--- src/rtl/reg_port_arbiter_pkg.sv ---
// Shared definitions for the register-port arbiter.
// Holds the register-bank geometry, the FSM state enum, the port identifiers
// and the latched-request struct used by the arbiter and its lock timer.
package reg_port_arbiter_pkg;

  localparam int unsigned REGCOUNT = 32;
  localparam int unsigned SEL_W    = 5;
  localparam int unsigned DATA_W   = 8;

  typedef enum logic [1:0] {
    IDLE   = 2'd0,
    ACCESS = 2'd1,
    RESP   = 2'd2
  } state_e;

  typedef enum logic {
    PORT_I2C = 1'b0,
    PORT_IO  = 1'b1
  } port_e;

  typedef struct packed {
    logic              we;
    logic [SEL_W-1:0]  sel;
    logic [DATA_W-1:0] wdata;
  } req_t;

  // True when the register index addresses an implemented register.
  function automatic logic sel_in_range(input logic [SEL_W-1:0] sel,
                                        input int unsigned      num_regs);
    return 32'(sel) < num_regs;
  endfunction

endpackage

--- src/rtl/reg_port_arbiter_lock_timer.sv ---
// Lock timer for the register-port arbiter.
// Counts cycles while the I2C side holds its lock, saturating at LOCK_TIMEOUT.
// When the count reaches LOCK_TIMEOUT a forced release is raised and held
// until the lock drops, so a stuck I2C transaction cannot starve the IO port.
//   clk, rst    : block clock, asynchronous active-high reset
//   lock_i      : I2C transaction in progress
//   inhibit_o   : IO grants must be held off this cycle
//   hit_o       : counter reaches LOCK_TIMEOUT at the coming edge
module reg_port_arbiter_lock_timer #(
  parameter int unsigned LOCK_TIMEOUT = 1024
) (
  input  logic clk,
  input  logic rst,
  input  logic lock_i,
  output logic inhibit_o,
  output logic hit_o
);

  localparam int unsigned CNT_W = $clog2(LOCK_TIMEOUT + 1);
  localparam logic [CNT_W-1:0] CNT_MAX = CNT_W'(LOCK_TIMEOUT);

  logic [CNT_W-1:0] cnt_q, cnt_d;
  logic             force_q, force_d;

  // NOTE: every combinational output gets a default before any branch, so no
  // path leaves a signal unassigned and no latch is inferred.
  always_comb begin
    cnt_d   = cnt_q;
    force_d = force_q;
    hit_o   = 1'b0;
    if (!lock_i) begin
      cnt_d   = '0;
      force_d = 1'b0;
    end else if (cnt_q != CNT_MAX) begin
      cnt_d = cnt_q + CNT_W'(1);
      if (cnt_d == CNT_MAX) begin
        hit_o   = 1'b1;
        force_d = 1'b1;
      end
    end
  end

  assign inhibit_o = lock_i && (cnt_q < CNT_MAX) && !force_q;

  // NOTE: clocked state uses non-blocking assignments so every register
  // samples the pre-edge values regardless of statement order.
  always_ff @(posedge clk or posedge rst) begin
    if (rst) begin
      cnt_q   <= '0;
      force_q <= 1'b0;
    end else begin
      cnt_q   <= cnt_d;
      force_q <= force_d;
    end
  end

endmodule

--- src/rtl/reg_port_arbiter.sv ---
// Arbiter sharing one register-bank port between an I2C slave and an IO bus.
// Each access runs IDLE -> ACCESS -> RESP: the winner's operands are latched
// when leaving IDLE, driven onto the bank during ACCESS, and the winner's
// completion pulse plus read data appear during RESP. Ties go to the port that
// was not granted last. While the I2C side holds its lock, IO requests wait
// until the lock drops or the lock timer forces a release.
//   clk, rst                          : block clock, async active-high reset
//   i2c_req/we/sel/wdata, i2c_lock    : I2C-side request and lock
//   i2c_gnt, i2c_rdata                : I2C completion pulse and read data
//   io_req/we/sel/wdata               : IO-side request
//   io_gnt, io_rdata                  : IO completion pulse and read data
//   mem_we/sel/wdata, mem_rdata       : register-bank port
//   lock_err_clr, lock_err, sel_err   : sticky error flags and their clear
module reg_port_arbiter
  import reg_port_arbiter_pkg::*;
#(
  parameter int unsigned LOCK_TIMEOUT = 1024,
  parameter int unsigned NUM_REGS     = REGCOUNT
) (
  input  logic              clk,
  input  logic              rst,
  input  logic              i2c_req,
  input  logic              i2c_we,
  input  logic [SEL_W-1:0]  i2c_sel,
  input  logic [DATA_W-1:0] i2c_wdata,
  input  logic              i2c_lock,
  output logic              i2c_gnt,
  output logic [DATA_W-1:0] i2c_rdata,
  input  logic              io_req,
  input  logic              io_we,
  input  logic [SEL_W-1:0]  io_sel,
  input  logic [DATA_W-1:0] io_wdata,
  output logic              io_gnt,
  output logic [DATA_W-1:0] io_rdata,
  output logic              mem_we,
  output logic [SEL_W-1:0]  mem_sel,
  output logic [DATA_W-1:0] mem_wdata,
  input  logic [DATA_W-1:0] mem_rdata,
  input  logic              lock_err_clr,
  output logic              lock_err,
  output logic              sel_err
);

  state_e            state_q;
  port_e             winner_q, last_q, pick;
  logic              sel_ok_q;
  logic              mem_we_q;
  logic [SEL_W-1:0]  mem_sel_q;
  logic [DATA_W-1:0] mem_wdata_q;
  logic              i2c_gnt_q, io_gnt_q;
  logic [DATA_W-1:0] i2c_rdata_q, io_rdata_q;
  logic              lock_err_q, sel_err_q;

  logic lock_inhibit, timer_hit;
  logic i2c_elig, io_elig, any_elig, win_ok, sel_err_set;
  req_t i2c_op, io_op, win_op;

  reg_port_arbiter_lock_timer #(
    .LOCK_TIMEOUT(LOCK_TIMEOUT)
  ) u_lock_timer (
    .clk       (clk),
    .rst       (rst),
    .lock_i    (i2c_lock),
    .inhibit_o (lock_inhibit),
    .hit_o     (timer_hit)
  );

  assign i2c_op   = {i2c_we, i2c_sel, i2c_wdata};
  assign io_op    = {io_we, io_sel, io_wdata};
  assign i2c_elig = i2c_req;
  assign io_elig  = io_req && !lock_inhibit;
  assign any_elig = i2c_elig || io_elig;

  // IO wins when it is the only eligible port, or on a tie when I2C was
  // granted last.
  assign pick   = (io_elig && (!i2c_elig || last_q == PORT_I2C)) ? PORT_IO : PORT_I2C;
  assign win_op = (pick == PORT_IO) ? io_op : i2c_op;
  assign win_ok = sel_in_range(win_op.sel, NUM_REGS);

  assign sel_err_set = (state_q == IDLE) && any_elig && !win_ok;

  always_ff @(posedge clk or posedge rst) begin
    if (rst) begin
      state_q     <= IDLE;
      winner_q    <= PORT_I2C;
      last_q      <= PORT_IO;
      sel_ok_q    <= 1'b0;
      mem_we_q    <= 1'b0;
      mem_sel_q   <= '0;
      mem_wdata_q <= '0;
      i2c_gnt_q   <= 1'b0;
      io_gnt_q    <= 1'b0;
      i2c_rdata_q <= '0;
      io_rdata_q  <= '0;
      lock_err_q  <= 1'b0;
      sel_err_q   <= 1'b0;
    end else begin
      // Bank outputs and grants are only ever live for one state; clear them
      // every cycle and let the FSM raise them where they belong.
      mem_we_q    <= 1'b0;
      mem_sel_q   <= '0;
      mem_wdata_q <= '0;
      i2c_gnt_q   <= 1'b0;
      io_gnt_q    <= 1'b0;

      // A set in the same cycle as a clear wins.
      lock_err_q <= timer_hit || (lock_err_q && !lock_err_clr);
      sel_err_q  <= sel_err_set || (sel_err_q && !lock_err_clr);

      case (state_q)
        IDLE: begin
          if (any_elig) begin
            state_q     <= ACCESS;
            winner_q    <= pick;
            last_q      <= pick;
            sel_ok_q    <= win_ok;
            mem_we_q    <= win_op.we && win_ok;
            mem_sel_q   <= win_op.sel;
            mem_wdata_q <= win_op.wdata;
          end
        end
        ACCESS: begin
          state_q <= RESP;
          // Read data is captured for writes too; out-of-range reads return 0.
          if (winner_q == PORT_IO) begin
            io_gnt_q   <= 1'b1;
            io_rdata_q <= sel_ok_q ? mem_rdata : '0;
          end else begin
            i2c_gnt_q   <= 1'b1;
            i2c_rdata_q <= sel_ok_q ? mem_rdata : '0;
          end
        end
        RESP:    state_q <= IDLE;
        default: state_q <= IDLE;
      endcase
    end
  end

  assign i2c_gnt   = i2c_gnt_q;
  assign i2c_rdata = i2c_rdata_q;
  assign io_gnt    = io_gnt_q;
  assign io_rdata  = io_rdata_q;
  assign mem_we    = mem_we_q;
  assign mem_sel   = mem_sel_q;
  assign mem_wdata = mem_wdata_q;
  assign lock_err  = lock_err_q;
  assign sel_err   = sel_err_q;

endmodule

--- config.mk ---
export PLATFORM = sky130hd
export DESIGN_NAME = reg_port_arbiter
export DESIGN_NICKNAME = d
export VERILOG_FILES = /design/src/rtl/reg_port_arbiter_pkg.sv /design/src/rtl/reg_port_arbiter_lock_timer.sv /design/src/rtl/reg_port_arbiter.sv
export SDC_FILE = /design/constraint.sdc
export NUM_CORES = 1
export LEC_CHECK = 0
export ABC_AREA = 1
export CORE_AREA = 3 3 76 78
export CTS_CLUSTER_DIAMETER = 150
export DETAILED_ROUTE_END_ITERATION = 10
export DIE_AREA = 0 0 79 81
export PLACE_DENSITY = 0.8
export SLEW_MARGIN = 20
export SYNTH_ARGS = -nofsm -noshare
export SYNTH_HDL_FRONTEND = slang
export SYNTH_SLANG_ARGS = --single-unit
--- constraint.sdc ---
create_clock -name clk -period 2.1 [get_ports clk]
set_clock_uncertainty 0.05 [all_clocks]
set_input_delay 0.315 -clock clk [delete_from_list [all_inputs] [get_ports clk]]
set_output_delay 0.315 -clock clk [all_outputs]
set_load 0.02 [all_outputs]
Yosys cells after proc, flatten, opt, wreduce, memory -nomap -nowiden
Index checks and enable logic that the tools add are counted.
W data, S select, Z words.
{"block": "totals", "register_bits": 51, "elab_cells": 66}
{"block": "op_classes", "n_mux": 23, "n_reduce_logical": 18, "order_cmp": 1, "bitwise_logic": 2, "add_sub_neg": 1, "n_eq_ne": 6}
{"operator": "$mux W8", "count": 3}
{"operator": "$mux W11", "count": 2}
{"operator": "$mux W14", "count": 1}
{"operator": "$mux W1", "count": 13}
{"operator": "$add A11 B1 Y11 const B", "count": 1}
{"operator": "$eq A11 B11 Y1 const B", "count": 1}
{"operator": "$lt A11 B11 Y1 const B", "count": 1}
{"operator": "$ne A11 B11 Y1 const B", "count": 1}
{"operator": "$mux W5", "count": 2}
{"operator": "$reduce_and A2 Y1", "count": 4}
{"operator": "$logic_and A1 B1 Y1", "count": 6}
{"operator": "$logic_not A1 Y1", "count": 4}
{"operator": "$ne A2 B1 Y1 const B", "count": 2}
{"operator": "$pmux W2 S2", "count": 1}
{"operator": "$logic_or A1 B1 Y1", "count": 3}
{"operator": "$eq A2 B1 Y1 const B", "count": 1}
{"operator": "$logic_not A2 Y1", "count": 1}
{"operator": "$mux W2", "count": 1}
{"operator": "$ne A2 B2 Y1 const B", "count": 1}
{"operator": "$not A1 Y1", "count": 2}

Depth between registers and ports, before layout
{"block": "depth", "word_depth": 10, "mapped_depth": 10, "ltp_nobuf": 10}

Modules after synthesis
A second synthesis with hierarchy kept.
{"block": "hier_totals", "hier_cells": 291, "hier_area_um2": 2319.7}
{"module": "reg_port_arbiter", "cells_per_inst": 184, "area_per_inst_um2": 1596.5, "instances": 1, "seq_area_each_um2": 977.2}
{"module": "reg_port_arbiter_lock_timer", "cells_per_inst": 107, "area_per_inst_um2": 723.2, "instances": 1, "seq_area_each_um2": 300.3}

Worst setup path after synthesis
OpenSTA, ideal clock, no wires.
{"block": "synth_path", "path_type": "reg-to-reg", "from": "register u_lock_timer.cnt_q[0]", "to": "register lock_err_q (netlist: lock_err)", "t_required_ps": 1931, "stages_incl_launch_ff": 10, "n_path_buf": 0, "path_slack_ps": 709, "period_less_slack_ps": 1391, "setup_ps": 119, "arrival_time_ps": 1222, "path_cell_list": "dfrtp_1 -> inv_1 -> ha_1 -> nand2_1 -> nor2_1 -> nand3_1 -> nand3_1 -> nor2_1 -> nand3_1 -> nand2_1"}
{"block": "synth_between", "elab_chain_cells": 6, "elab_cells_between_ends": 7, "classes_between": "add/sub: 1; eq/ne: 2; mux: 3; reduce/logical: 1"}
{"element": "start, declared", "line_no": "reg_port_arbiter_lock_timer.sv:22", "text": "logic [CNT_W-1:0] cnt_q, cnt_d;"}
{"element": "start signal, assigned", "line_no": "reg_port_arbiter_lock_timer.sv:52", "text": "cnt_q <= cnt_d;"}
{"element": "$add A11 B1 Y11", "line_no": "reg_port_arbiter_lock_timer.sv:35", "text": "cnt_d = cnt_q + CNT_W'(1);"}
{"element": "$eq A11 B11 Y1", "line_no": "reg_port_arbiter_lock_timer.sv:36", "text": "if (cnt_d == CNT_MAX) begin"}
{"element": "$mux W1", "line_no": "reg_port_arbiter_lock_timer.sv:36"}
{"element": "$mux W1 (*)", "line_no": "reg_port_arbiter_lock_timer.sv:34", "text": "end else if (cnt_q != CNT_MAX) begin"}
{"element": "$mux W1 (*)", "line_no": "reg_port_arbiter_lock_timer.sv:31", "text": "if (!lock_i) begin"}
{"element": "$logic_or A1 B1 Y1 (*)", "line_no": "reg_port_arbiter.sv:107", "text": "lock_err_q <= timer_hit || (lock_err_q && !lock_err_clr);"}
{"element": "end signal, assigned", "line_no": "reg_port_arbiter.sv:107"}
{"element": "end, declared", "line_no": "reg_port_arbiter.sv:52", "text": "logic lock_err_q, sel_err_q;"}
Mark *: on every way between the ends. The rest lies on a longest branch, timed or not.
A chain may end at the register's enable or synchronous reset.

Final worst setup path
Same ends and word-level chain as after synthesis.

==> impl_metrics.csv <==
group,metric,value,unit
sta,worst_pin_slew,0.491,ns
pwr,p_leak,0.00156,uW
cells_and_area,diodes,0,
synthesis,synth_fp_nets,316,
critical_path,crit_required,2.24,ns
floorplanning,die_y,81,um
cells_and_area,layout-drive-gt1-share,6.30,%
placed_design,portBuffers,75,
floorplanning,fp.dieArea,0.00640,mm^2
detailed_routing,initialDrtViolationCount,179,
critical_path,worstSetupPathType,"flip-flop to flip-flop",
synthesis,synth_top_area_share,54.9,%
sta,slew_viol_final,0,
synthesis,synth_seq_cells,51,
global_route,grt_max_degree,52,
floorplanning,initial_core_util,44.3,%
floorplanning,coreArea,0.00514,mm^2
detailed_routing,antenna_left,0,
sta,fin_crit,1.65,ns
sta,period_share,78.4,%
pwr,ir_drop,0.621,mV
clocking,post-cts-setup-buffer-count,0,
global_route,track_usage,17.3,%
synthesis,synth_edf_count,0,
synthesis,synthCells,271,
synthesis,synthFlopType,"dfrtp_1",
synthesis,synth_seq_area_share,56.1,%
synthesis,yosys.area.top_type,"dfrtp_1",
synthesis,netlist_top_cells_area,"dfrtp_1 (55%), nand2_1 (11%), o21ai_0 (7.2%), inv_1 (6.4%), a21oi_1 (4.0%)",
critical_path,cp_data_arrival_time,1.79,ns
clocking,cts.sinks,51,
clocking,cts-root-buf,"clkbuf_8",
min_path,min_path_type,"primary input to asynchronous set/reset pin",
detailed_routing,drt-pass1-iter-count,4,
synthesis,yosysWarnings,0,
sta,max-slew-margin-rel,67.2,%
clocking,cts.path.max_buffers,2,
clocking,cts_tree,"done",
synthesis,synth_area,0.00228,mm^2
sta,finalSetupTns,0,ns
synthesis,synth_most_common_cell,"nand2_1",
cells_and_area,finalNetCount,393,
detailed_routing,vias,1939,
sta,hold_ws,0.309,ns
cells_and_area,layout.cells.non_filler,419,
clocking,cts_resized,0,
synthesis,syn_avg_cell_area,8.41,um^2
global_route,grt_pass1_vias,1931,
floorplanning,row_count,26,
synthesis,synth.distinct_cells,25,
clocking,ctsHoldBuffers,0,
detailed_routing,wl_per_cell,12.5,um
cells_and_area,synthToLayoutAreaGrowth,41.4,%
clocking,h-tree-depth,2,
pwr,power_density,1080,mW/mm^2
flow_run,cap_violations,0,
detailed_routing,routed_via_density,4.63,
detailed_routing,drt-total-wl,5.23,mm
placed_design,pre_cts_slack,0.346,ns
sta,layout_setup_ws,0.455,ns
floorplanning,pin_count,76,
synthesis,synthArstFlopShare,100,%
placed_design,hpwlAfterDp,3.99,mm
global_route,grt-ovfl-total,0,
sta,setup_viol,0,
critical_path,crit_fanout,6,
critical_path,worst_setup_path_start_kind,"flip-flop",
global_route,antenna_found_initial,0,
critical_path,end_kind,"flip-flop",
clocking,path_clk_slew,0.10,ns
synthesis,synth_common_cells,"nand2_1 (69), dfrtp_1 (50), inv_1 (39), o21ai_0 (33), nor2_1 (20)",
clocking,cts_buffers,5,
sta,timing.fmax,608,MHz
floorplanning,die_width,79,um
run_status,status,"complete, no violations",
sta,hold_violations,0,
clocking,insertion_delay,0.30,ns
sta,rsz0062_at_grt,"no",
detailed_routing,route.detailed.drc,0,
global_route,grt_pass1_wl,8.57,mm
placed_design,finalWeightedCongestion,0.935,
placed_design,placed_cells,411,
[stage by stage]
step | area (um^2) | total power, uW | utilization [%]
3_3_place_gp | 3110 | 2780 | 60.4
3_5_place_dp | 3110 | 2820 | 60.4
4_1_cts | 3220 | 3520 | 62.7
6_report | 3220 | 3470 | 62.7
5_1_grt | 3220 | 3700 | 62.7
2_1_floorplan | 2280 | 2130 | -
[layout make-up]
type                            count  area, um^2
Clock buffer                        5        68.8
Fill cell                         468        1920
Tap cell                           70        87.6
Clock inverter                      3        46.3
Sequential cell                    51        1280
Timing Repair Buffer               78         786
Inverter                           40         150
Multi-Input combinational cell    172         806
[worst max-delay path: stages, from the launching register on]
cell and delay [ns]:
dfrtp_1 0.46, inv_1 0.18, ha_1 0.20, nand2_1 0.06, nor2_1 0.10, nand3_1 0.15, nand3_1 0.15, nor2_1 0.05
nand3_1 0.08, nand2_1 0.06
[state kept, by name, indices dropped and copies added, names as in the netlist]
register              cells
io_rdata                  8
i2c_rdata                 8
last_q                    1
sel_err                   1
lock_err                  1
sel_ok_q                  1
mem_sel                   5
mem_wdata                 8
u_lock_timer.cnt_q       11
mem_we                    1
u_lock_timer.force_q      1
i2c_gnt                   1
winner_q                  1
io_gnt                    1
state_q                   2
[cell usage in the layout (no fill, tap or decap), types with 2 or more instances in the layout]
master            n
ha_1              3
o21ai_0          33
inv_2             2
buf_4             2
nand4_1           3
nor2_1           20
a21oi_1          18
nand3_1          15
nand2_1          69
inv_1            38
or2_2             2
clkdlybuf4s50_1  75
nor2_2            2
dfrtp_1          50
clkbuf_8          5
[per-layer routing]
| layer | up-vias | GRT usage (%) | routed length [um] |
|---|---|---|---|
| met1 | 867 | 20.9 | 2260 |
| met4 | 0 | 8.25 | 119 |
| met3 | 10 | 4.66 | 340 |
| li1 | 1007 | - | - |
| met5 | - | 0 | 0 |
| met2 | 55 | 28.8 | 2520 |
[cell families (layout without fill, tap and decap cells)]
kind of cell | after synthesis | count (layout) | share of synthesized area (%)
xor gates and xnor gates | 1 | 1 | 0.384
buffers and inverters | 48 | 126 | 8.57
and+or+nand+nor | 114 | 114 | 21.0
DFF | 51 | 51 | 56.1
AOI/OAI and AO/OA | 54 | 54 | 12.3
adders and majority gates | 3 | 3 | 1.65
[power breakdown]
part,total (uW),switching (uW),leakage (uW),internal (uW)
clock,693,334,0.0000548,359
sequential,1410,136,0.000659,1270
combinational,1370,741,0.000844,626
[path summary, 6_finish.rpt]
path                                        from                    end  cells past startpoint  slack (ns)
max in group asynchronous                    rst                 last_q                      3        1.40
setup reg to reg           u_lock_timer.cnt_q[0]               lock_err                      9        0.45
setup / recovery           u_lock_timer.cnt_q[0]               lock_err                      9        0.45
hold reg to reg                       state_q[1]             state_q[1]                      1        0.40
min in group clk                      state_q[1]             state_q[1]                      1        0.40
hold / removal                               rst  u_lock_timer.cnt_q[2]                      3        0.31
(Power assumes the default switching activity.)
